`src/rtl/uart_pkg.sv`:
```
// Shared definitions for the UART port controller.
// Holds the TX sequencer state encoding, the status and config bit
// positions, and the default I/O port indices.
package uart_pkg;

    typedef enum logic [1:0] {
        StIdle  = 2'd0,
        StStart = 2'd1,
        StBusy  = 2'd2
    } tx_state_e;

    // Status word bit positions
    localparam int unsigned StatRxRdy = 0;
    localparam int unsigned StatTxRdy = 1;
    localparam int unsigned StatRxOvr = 2;
    localparam int unsigned StatTxOvr = 3;

    // Config word field positions
    localparam int unsigned CfgBaudLsb = 0;
    localparam int unsigned CfgBaudMsb = 3;
    localparam int unsigned CfgEight   = 4;
    localparam int unsigned CfgPen     = 5;
    localparam int unsigned CfgOhel    = 6;

    // Default port indices
    localparam int unsigned DefTxPort   = 0;
    localparam int unsigned DefCfgPort  = 1;
    localparam int unsigned DefMaskPort = 2;

endpackage

```
`src/rtl/uart_tx_seq.sv`:
```
// Transmit launch sequencer: IDLE -> START (one-cycle tx_start) -> BUSY,
// back to IDLE on tx_done. Latches the byte to send and flags writes that
// arrive while a transmit is in flight.
// Ports:
//   clk, reset       clock, asynchronous active-high reset
//   wr_i, wr_data_i  TX data write strobe and byte
//   clr_ovr_i        status read, clears tx_ovr
//   tx_done_i        end-of-stop-bit pulse from the transmitter
//   tx_start_o       launch pulse; tx_data_o latched byte
//   tx_rdy_o         sequencer idle; tx_rdy_rise_o BUSY->IDLE this edge
//   tx_ovr_o         dropped-write flag
module uart_tx_seq
    import uart_pkg::*;
(
    input  logic       clk,
    input  logic       reset,
    input  logic       wr_i,
    input  logic [7:0] wr_data_i,
    input  logic       clr_ovr_i,
    input  logic       tx_done_i,
    output logic       tx_start_o,
    output logic [7:0] tx_data_o,
    output logic       tx_rdy_o,
    output logic       tx_rdy_rise_o,
    output logic       tx_ovr_o
);

    tx_state_e  state_q, state_d;
    logic [7:0] tx_data_q, tx_data_d;
    logic       tx_ovr_q, tx_ovr_d;

    always_comb begin
        state_d   = state_q;
        tx_data_d = tx_data_q;
        tx_ovr_d  = tx_ovr_q;
        // Clear first so a same-cycle dropped write keeps the flag set
        if (clr_ovr_i) begin
            tx_ovr_d = 1'b0;
        end
        case (state_q)
            StIdle: begin
                if (wr_i) begin
                    tx_data_d = wr_data_i;
                    state_d   = StStart;
                end
            end
            StStart: begin
                state_d = StBusy;
                if (wr_i) begin
                    tx_ovr_d = 1'b1;
                end
            end
            StBusy: begin
                if (tx_done_i) begin
                    state_d = StIdle;
                end
                if (wr_i) begin
                    tx_ovr_d = 1'b1;
                end
            end
            default: state_d = StIdle;
        endcase
    end

    always_ff @(posedge clk or posedge reset) begin
        if (reset) begin
            state_q   <= StIdle;
            tx_data_q <= 8'h00;
            tx_ovr_q  <= 1'b0;
        end else begin
            state_q   <= state_d;
            tx_data_q <= tx_data_d;
            tx_ovr_q  <= tx_ovr_d;
        end
    end

    assign tx_start_o    = (state_q == StStart);
    assign tx_rdy_o      = (state_q == StIdle);
    assign tx_rdy_rise_o = (state_q == StBusy) && tx_done_i;
    assign tx_data_o     = tx_data_q;
    assign tx_ovr_o      = tx_ovr_q;

endmodule

```
`src/rtl/uart_port_ctrl.sv`:
```
// Port-mapped UART controller on the Tramelblaze I/O bus.
// Holds UART config, the received byte and status flags, the read mux and
// the interrupt handshake; transmit sequencing lives in uart_tx_seq.
// Ports:
//   clk, reset               clock, asynchronous active-high reset
//   WRITES, READS            one-hot decoded port strobes
//   OUT_PORT / IN_PORT       processor write / read data
//   INTERRUPT, INTERRUPT_ACK interrupt request and acknowledge pulse
//   tx_start, tx_data, tx_done   transmitter interface
//   rx_data, rx_done             receiver interface
//   baud_sel, eight, pen, ohel   UART configuration
// Optional: define UART_INT_MASK_EN to add a per-source interrupt mask
// register at MASK_PORT.
module uart_port_ctrl
    import uart_pkg::*;
#(
    parameter int unsigned TX_PORT   = DefTxPort,
    parameter int unsigned CFG_PORT  = DefCfgPort,
    parameter int unsigned MASK_PORT = DefMaskPort
) (
    input  logic        clk,
    input  logic        reset,
    input  logic [15:0] WRITES,
    input  logic [15:0] READS,
    input  logic [15:0] OUT_PORT,
    output logic [15:0] IN_PORT,
    output logic        INTERRUPT,
    input  logic        INTERRUPT_ACK,
    output logic        tx_start,
    output logic [7:0]  tx_data,
    input  logic        tx_done,
    input  logic [7:0]  rx_data,
    input  logic        rx_done,
    output logic [3:0]  baud_sel,
    output logic        eight,
    output logic        pen,
    output logic        ohel
);

    logic wr_tx, wr_cfg, rd_rx, rd_stat, rd_mask;
    assign wr_tx   = WRITES[TX_PORT];
    assign wr_cfg  = WRITES[CFG_PORT];
    assign rd_rx   = READS[TX_PORT];
    assign rd_stat = READS[CFG_PORT];
    assign rd_mask = READS[MASK_PORT];

    // Other strobe bits and upper data bits are intentionally ignored
    logic unused_bits;
    assign unused_bits = ^{WRITES, READS, OUT_PORT[15:7]};

    logic tx_rdy, tx_rdy_rise, tx_ovr;

    uart_tx_seq u_tx_seq (
        .clk           (clk),
        .reset         (reset),
        .wr_i          (wr_tx),
        .wr_data_i     (OUT_PORT[7:0]),
        .clr_ovr_i     (rd_stat),
        .tx_done_i     (tx_done),
        .tx_start_o    (tx_start),
        .tx_data_o     (tx_data),
        .tx_rdy_o      (tx_rdy),
        .tx_rdy_rise_o (tx_rdy_rise),
        .tx_ovr_o      (tx_ovr)
    );

    logic [6:0] cfg_q, cfg_d;
    logic [7:0] rx_hold_q, rx_hold_d;
    logic       rx_rdy_q, rx_rdy_d;
    logic       rx_ovr_q, rx_ovr_d;
    logic       int_q, int_d;
    logic [1:0] mask;
    logic       rx_rdy_rise;

`ifdef UART_INT_MASK_EN
    logic [1:0] mask_q, mask_d;

    always_comb begin
        mask_d = mask_q;
        if (WRITES[MASK_PORT]) begin
            mask_d = OUT_PORT[1:0];
        end
    end

    always_ff @(posedge clk or posedge reset) begin
        if (reset) begin
            mask_q <= 2'b11;
        end else begin
            mask_q <= mask_d;
        end
    end

    assign mask = mask_q;
`else
    assign mask = 2'b11;
`endif

    // rx_done always wins over a same-cycle read; it overruns only if the
    // held byte would otherwise have stayed unread
    assign rx_rdy_rise = rx_done && !rx_rdy_q;

    always_comb begin
        cfg_d     = cfg_q;
        rx_hold_d = rx_hold_q;
        rx_rdy_d  = rx_rdy_q;
        rx_ovr_d  = rx_ovr_q;
        int_d     = int_q;

        if (wr_cfg) begin
            cfg_d = OUT_PORT[6:0];
        end

        if (rd_rx) begin
            rx_rdy_d = 1'b0;
        end
        if (rd_stat) begin
            rx_ovr_d = 1'b0;
        end
        if (rx_done) begin
            rx_hold_d = rx_data;
            rx_rdy_d  = 1'b1;
            if (rx_rdy_q && !rd_rx) begin
                rx_ovr_d = 1'b1;
            end
        end

        if (INTERRUPT_ACK) begin
            int_d = 1'b0;
        end
        if ((rx_rdy_rise && mask[0]) || (tx_rdy_rise && mask[1])) begin
            int_d = 1'b1;
        end
    end

    always_ff @(posedge clk or posedge reset) begin
        if (reset) begin
            cfg_q     <= 7'b001_0000;  // eight=1, everything else 0
            rx_hold_q <= 8'h00;
            rx_rdy_q  <= 1'b0;
            rx_ovr_q  <= 1'b0;
            int_q     <= 1'b0;
        end else begin
            cfg_q     <= cfg_d;
            rx_hold_q <= rx_hold_d;
            rx_rdy_q  <= rx_rdy_d;
            rx_ovr_q  <= rx_ovr_d;
            int_q     <= int_d;
        end
    end

    always_comb begin
        IN_PORT = 16'h0000;
        if (rd_rx) begin
            IN_PORT = {8'h00, rx_hold_q};
        end else if (rd_stat) begin
            IN_PORT[StatRxRdy] = rx_rdy_q;
            IN_PORT[StatTxRdy] = tx_rdy;
            IN_PORT[StatRxOvr] = rx_ovr_q;
            IN_PORT[StatTxOvr] = tx_ovr;
        end else if (rd_mask) begin
`ifdef UART_INT_MASK_EN
            IN_PORT = {14'h0000, mask};
`else
            IN_PORT = 16'h0000;
`endif
        end
    end

    assign INTERRUPT = int_q;
    assign baud_sel  = cfg_q[CfgBaudMsb:CfgBaudLsb];
    assign eight     = cfg_q[CfgEight];
    assign pen       = cfg_q[CfgPen];
    assign ohel      = cfg_q[CfgOhel];

endmodule
```
`config.mk`:
```
export PLATFORM = sky130hd
export DESIGN_NAME = uart_port_ctrl
export DESIGN_NICKNAME = d
export VERILOG_FILES = /design/src/rtl/uart_pkg.sv /design/src/rtl/uart_tx_seq.sv /design/src/rtl/uart_port_ctrl.sv
export SDC_FILE = /design/constraint.sdc
export NUM_CORES = 1
export LEC_CHECK = 0
export ABC_AREA = 1
export BUFFER_PORTS_ARGS = -buffer_cell sky130_fd_sc_hd__buf_2
export CAP_MARGIN = 10
export CORE_MARGIN = 5
export CORE_UTILIZATION = 43
export DETAILED_ROUTE_END_ITERATION = 10
export GPL_ROUTABILITY_DRIVEN = 0
export HOLD_SLACK_MARGIN = 0.08
export PLACE_DENSITY = 0.83
export SETUP_SLACK_MARGIN = 0.05
export SYNTH_ARGS = -nofsm -noshare
export SYNTH_HDL_FRONTEND = slang
export SYNTH_SLANG_ARGS = --single-unit
```
`constraint.sdc`:
```
create_clock -name clk -period 3.2 [get_ports clk]
set_clock_uncertainty 0.15 [all_clocks]
set_input_delay 0 -clock clk [delete_from_list [all_inputs] [get_ports clk]]
set_output_delay 0 -clock clk [all_outputs]
set_load 0.01 [all_outputs]
```
[After elaboration in Yosys (flattened, before gate mapping)]
Cells that the tools add are included.
Word-level totals
  output and inout bits: 33
  bits in registers: 29
Operators by class
  eq/ne operators: 4
  muxes and demuxes: 15
  reductions and logical operators: 12
Operators by type and width (count)
  2-to-1 mux 1 bit: 10
  2-to-1 mux 8 bit: 1
  case mux 2 bit (3 select lines): 1
  2-to-1 mux 2 bit: 2
  2-to-1 mux 4 bit: 1
  != test 2 bit (second input constant): 2
  AND reduction 2 bit: 2
  nonzero test 2 bit: 2
  logical AND 1 bit: 3
  == test 2 x 1 -> 1 bit (second input constant): 1
  == test 2 bit (second input constant): 1
  zero test 1 bit: 2
  zero test 2 bit: 1
  OR reduction 2 bit: 1
  logical OR 1 bit: 1

[Depth between registers and ports, before layout]
  depth in word-level cells: 4
  mapped depth: 6
  depth with buffers taken out: 6

[By module]
A second synthesis with hierarchy kept.
Unflattened totals
  cell total of the unflattened synthesis: 168
  area, all modules: 1366.3 sq um
By module, submodules not included
  uart_port_ctrl: instances 1, area each 867.1 sq um, cells each 109
  uart_tx_seq: instances 1, area each 499.2 sq um, cells each 59

[Least setup slack after synthesis]
Ideal clock, no wire load.
  path kind: flip-flop to flip-flop
  from: register u_tx_seq.state_q[0]
  to: register u_tx_seq.tx_data_q[0], in the netlist u_tx_seq.tx_data_o[0]
  required time: 2.933 ns
  path slack: 1.891 ns
  stages on the path, launching flop included: 7
  setup time: 0.117 ns
  arrival: 1.042 ns
  path through: dfrtp_1 inv_1 ha_1 nand2_2 buf_6 nand2_2 o21ai_2
On the way
  cells in the longest elaborated chain, start to end: 2
RTL lines
  from (decl): line uart_tx_seq.sv:28  | tx_state_e state_q, state_d;
  from (signal assigned): line uart_tx_seq.sv:67  | state_q <= StIdle;
  from (signal assigned): line uart_tx_seq.sv:71  | state_q <= state_d;
  zero test 2 bit: line uart_tx_seq.sv:40  | case (state_q)
  AND reduction 2 bit (no source line)
  to (signal assigned): line uart_tx_seq.sv:72  | tx_data_q <= tx_data_d;
  to (decl): line uart_tx_seq.sv:29  | logic [7:0] tx_data_q, tx_data_d;
Every way passes these cells.
A chain may end at the register's enable or synchronous reset.

[Worst setup path in the final report]
  from: register u_tx_seq.state_q[1]
  to: register u_tx_seq.tx_data_q[7], in the netlist u_tx_seq.tx_data_o[7]
Same word-level chain as after synthesis.

==> results.json <==
{
  "critical_path.top_delay_family": "buffers and inverters",
  "r2r_slack_ns": 0.87,
  "cts_hold_buf": 48,
  "clk_pin_slew_ns": 0.09,
  "finalMaxSlewViolations": 0,
  "grt_max_degree": 30,
  "min_path_type": "flip-flop to flip-flop",
  "cp_data_arrival_time_ns": 2.43,
  "crit_path_end_kind": "flip-flop",
  "crit_path_frequent_cell": "dlygate4sd3_1",
  "grt_pass1_wl_mm": 6.065,
  "core_mm2": 0.003028,
  "crit_required_ns": 3.30,
  "antenna_cells": 0,
  "die_area_mm2": 0.004322,
  "worstReg2RegStart": "u_tx_seq.state_q[1]",
  "hold_start": "u_tx_seq.tx_data_o[3]",
  "status": "completed",
  "grt_use_met3_pct": 3.590,
  "wl_mm": 3.810,
  "cpPeakStageDelay_ns": 0.57,
  "io_pins": 94,
  "vias": 1328,
  "min_delay_path_depth": 2,
  "dpl.cell_count": 241,
  "yosysUniqueCellTypes": 17,
  "syn_to_final_growth_pct": 62.17,
  "grt_overflow_total": 0,
  "viasPerCell": 4.441,
  "period_needed_ns": 2.330,
  "crit_chain": "inv_1, ha_1, nand3_1, dlygate4sd3_1, nand2_1, dlygate4sd3_1",
  "htree_levels": 2,
  "grt_setup_unrepaired": "no",
  "drive_above_1_share_pct": 26.27,
  "min_to": "u_tx_seq.tx_data_o[3]",
  "post-place-ws_ns": 1.656,
  "p_per_area_mw_per_mm2": 556.3,
  "row_count": 20,
  "worst_setup_path_start_kind": "flip-flop",
  "tritoncts": "done",
  "max_freq_mhz": 429.1,
  "busiest_layer": "met2",
  "cts_setup_buffers": 0,
  "dpl.hpwl_mm": 2.095,
  "initial_core_util_pct": 44.13,
  "post-route-period-util_pct": 72.82,
  "cp_slowest_cell": "dlygate4sd3_1",
  "cts_root_buf": "clkbuf_4",
  "die_y_um": 65.75,
  "finalSetupViolations": 0,
  "worst-path-buf-inv": 3,
  "final_hold_viol_count": 0,
  "grt.met1_usage_pct": 19.85,
  "die_w_um": 65.75,
  "cts_max_path_buffers": 2,
  "drtIter0Drc": 39,
  "netlist_area_mm2": 0.001336,
  "fillers": 237,
  "critPathKind": "flip-flop to flip-flop",
  "reg2reg_depth": 6,
  "wire_per_inst_um": 12.74,
  "cp_max_fo": 6,
  "grtUsageTotal_pct": 18.95,
  "r2r-end": "u_tx_seq.tx_data_o[7]",
  "post_cts_resized": 0,
  "grtUsageMet2_pct": 35.42,
  "grt_pass1_vias": 1363,
  "port_buffers": 49,
  "ant_nets": 0,
  "vdd_drop_max_mv": 0.3093,
  "first_pass_iters": 4,
  "cts_made_buffers": 5,
  "syn_inst": 152,
  "synth-warning-count": 0,
  "postSynthAreaPerCell_um2": 8.791,
  "ys_ff_latch": 29,
  "clock_sinks": 29,
  "drc": 0,
  "final_nets": 319,
  "clk_latency_ns": 0.31,
  "stdcell_count": 299,
  "p_leak_nw": 1.174,
  "cap_violations": 0,
  "setup_ws_ns": 0.8698,
  "yosysSeqAreaShare_pct": 54.40,
  "fin_tns_setup_ns": 0,
  "grt_antenna_before_repair": 0
}
-- metrics by stage --
step,util [%],hold slack [ns],instance area [um^2],power (mW)
after floorplan,-,-0.07263,1363,0.7563
after CTS,70.33,0.3046,2130,1.201
final,71.57,0.3385,2167,1.206
after detailed placement,52.15,0.05990,1579,0.8844
after global placement,52.15,0.05191,1579,0.8658
after global routing,71.57,0.3487,2167,1.291
-- report_power, final --
part	switching, mW	internal, mW	total (mW)
Clock	0.120	0.127	0.248
Sequential	0.0484	0.456	0.504
Combinational	0.245	0.209	0.454
-- flip-flops by register name, summed over array words and instances, names as in the netlist --
register            cells
cfg_q                   7
rx_rdy_q                1
INTERRUPT               1
rx_hold_q               8
rx_ovr_q                1
u_tx_seq.tx_data_o      8
u_tx_seq.state_q        2
u_tx_seq.tx_ovr_o       1
-- worst max-delay path by stage --
stage | cells past startpoint | endpoint | from | slack (ns)
detailed placement | 5 | u_tx_seq.tx_data_o[4] | u_tx_seq.state_q[0] | 1.66
CTS | 6 | u_tx_seq.tx_data_o[7] | u_tx_seq.state_q[1] | 0.90
global route | 6 | u_tx_seq.tx_data_o[7] | u_tx_seq.state_q[1] | 0.79
finish | 6 | u_tx_seq.tx_data_o[7] | u_tx_seq.state_q[1] | 0.87
floorplan | 6 | u_tx_seq.tx_data_o[0] | u_tx_seq.state_q[0] | 1.89
global placement | 5 | u_tx_seq.tx_data_o[6] | u_tx_seq.state_q[0] | 1.69
-- logic make-up (layout without fill, tap and decap cells) --
logic type                 after synthesis  in the layout  share of synthesized area (%)
and+or+nand+nor                         59             59                          17.79
buffers and inverters                   36            132                          13.30
DFF                                     29             29                          54.40
AOI/OAI and AO/OA                       23             23                          10.49
other                                    1              8                         0.2806
adders and majority gates                4              4                          3.745
-- area by class of cell --
class | count | area (um^2) | share of cell area, %
sequential | 29 | 726.9 | 33.55
timing repair buffer | 99 | 763.2 | 35.22
inverter | 25 | 93.84 | 4.330
multi-input combinational | 94 | 457.9 | 21.13
tap | 44 | 55.05 | 2.540
clock buffer | 7 | 65.06 | 3.002
clock inverter | 1 | 5.005 | 0.2309
-- synth_stat cells (all sizes together) --
master	instances	area, um^2
inv	25	93.84
nor2	5	18.77
buf	11	83.82
o22ai	3	18.77
nand3	7	35.03
o211ai	1	7.510
conb	1	3.750
nand2	47	183.9
a21oi	5	25.02
ha	4	50.05
dfstp	1	26.28
o21ai	14	88.83
dfrtp	28	700.7
-- per-layer routing --
| metal | share of wire (%) | vias to the layer above |
|---|---|---|
| met5 | 0 | - |
| met4 | 2.5 | 0 |
| met3 | 3.3 | 8 |
| met2 | 56 | 38 |
| met1 | 38 | 624 |
| li1 | - | 658 |
-- worst min-delay path: stages (launching register included) --
cell and delay [ns]:
dfrtp_1 0.35, nand2_1 0.05, nand2_1 0.05
-- placed cells by master (no fill, tap or decap), drive strengths merged --
cell type and n:
nand2 47, o211ai 1, dlygate4sd3 49, o22ai 3, a21oi 5, conb 8
clkinv 1, buf 50, clkbuf 7, o21ai 14, dfrtp 28, nand3 7
nor2 5, inv 25, dfstp 1, ha 4
Note: power is estimated with default switching activity, not from simulation.
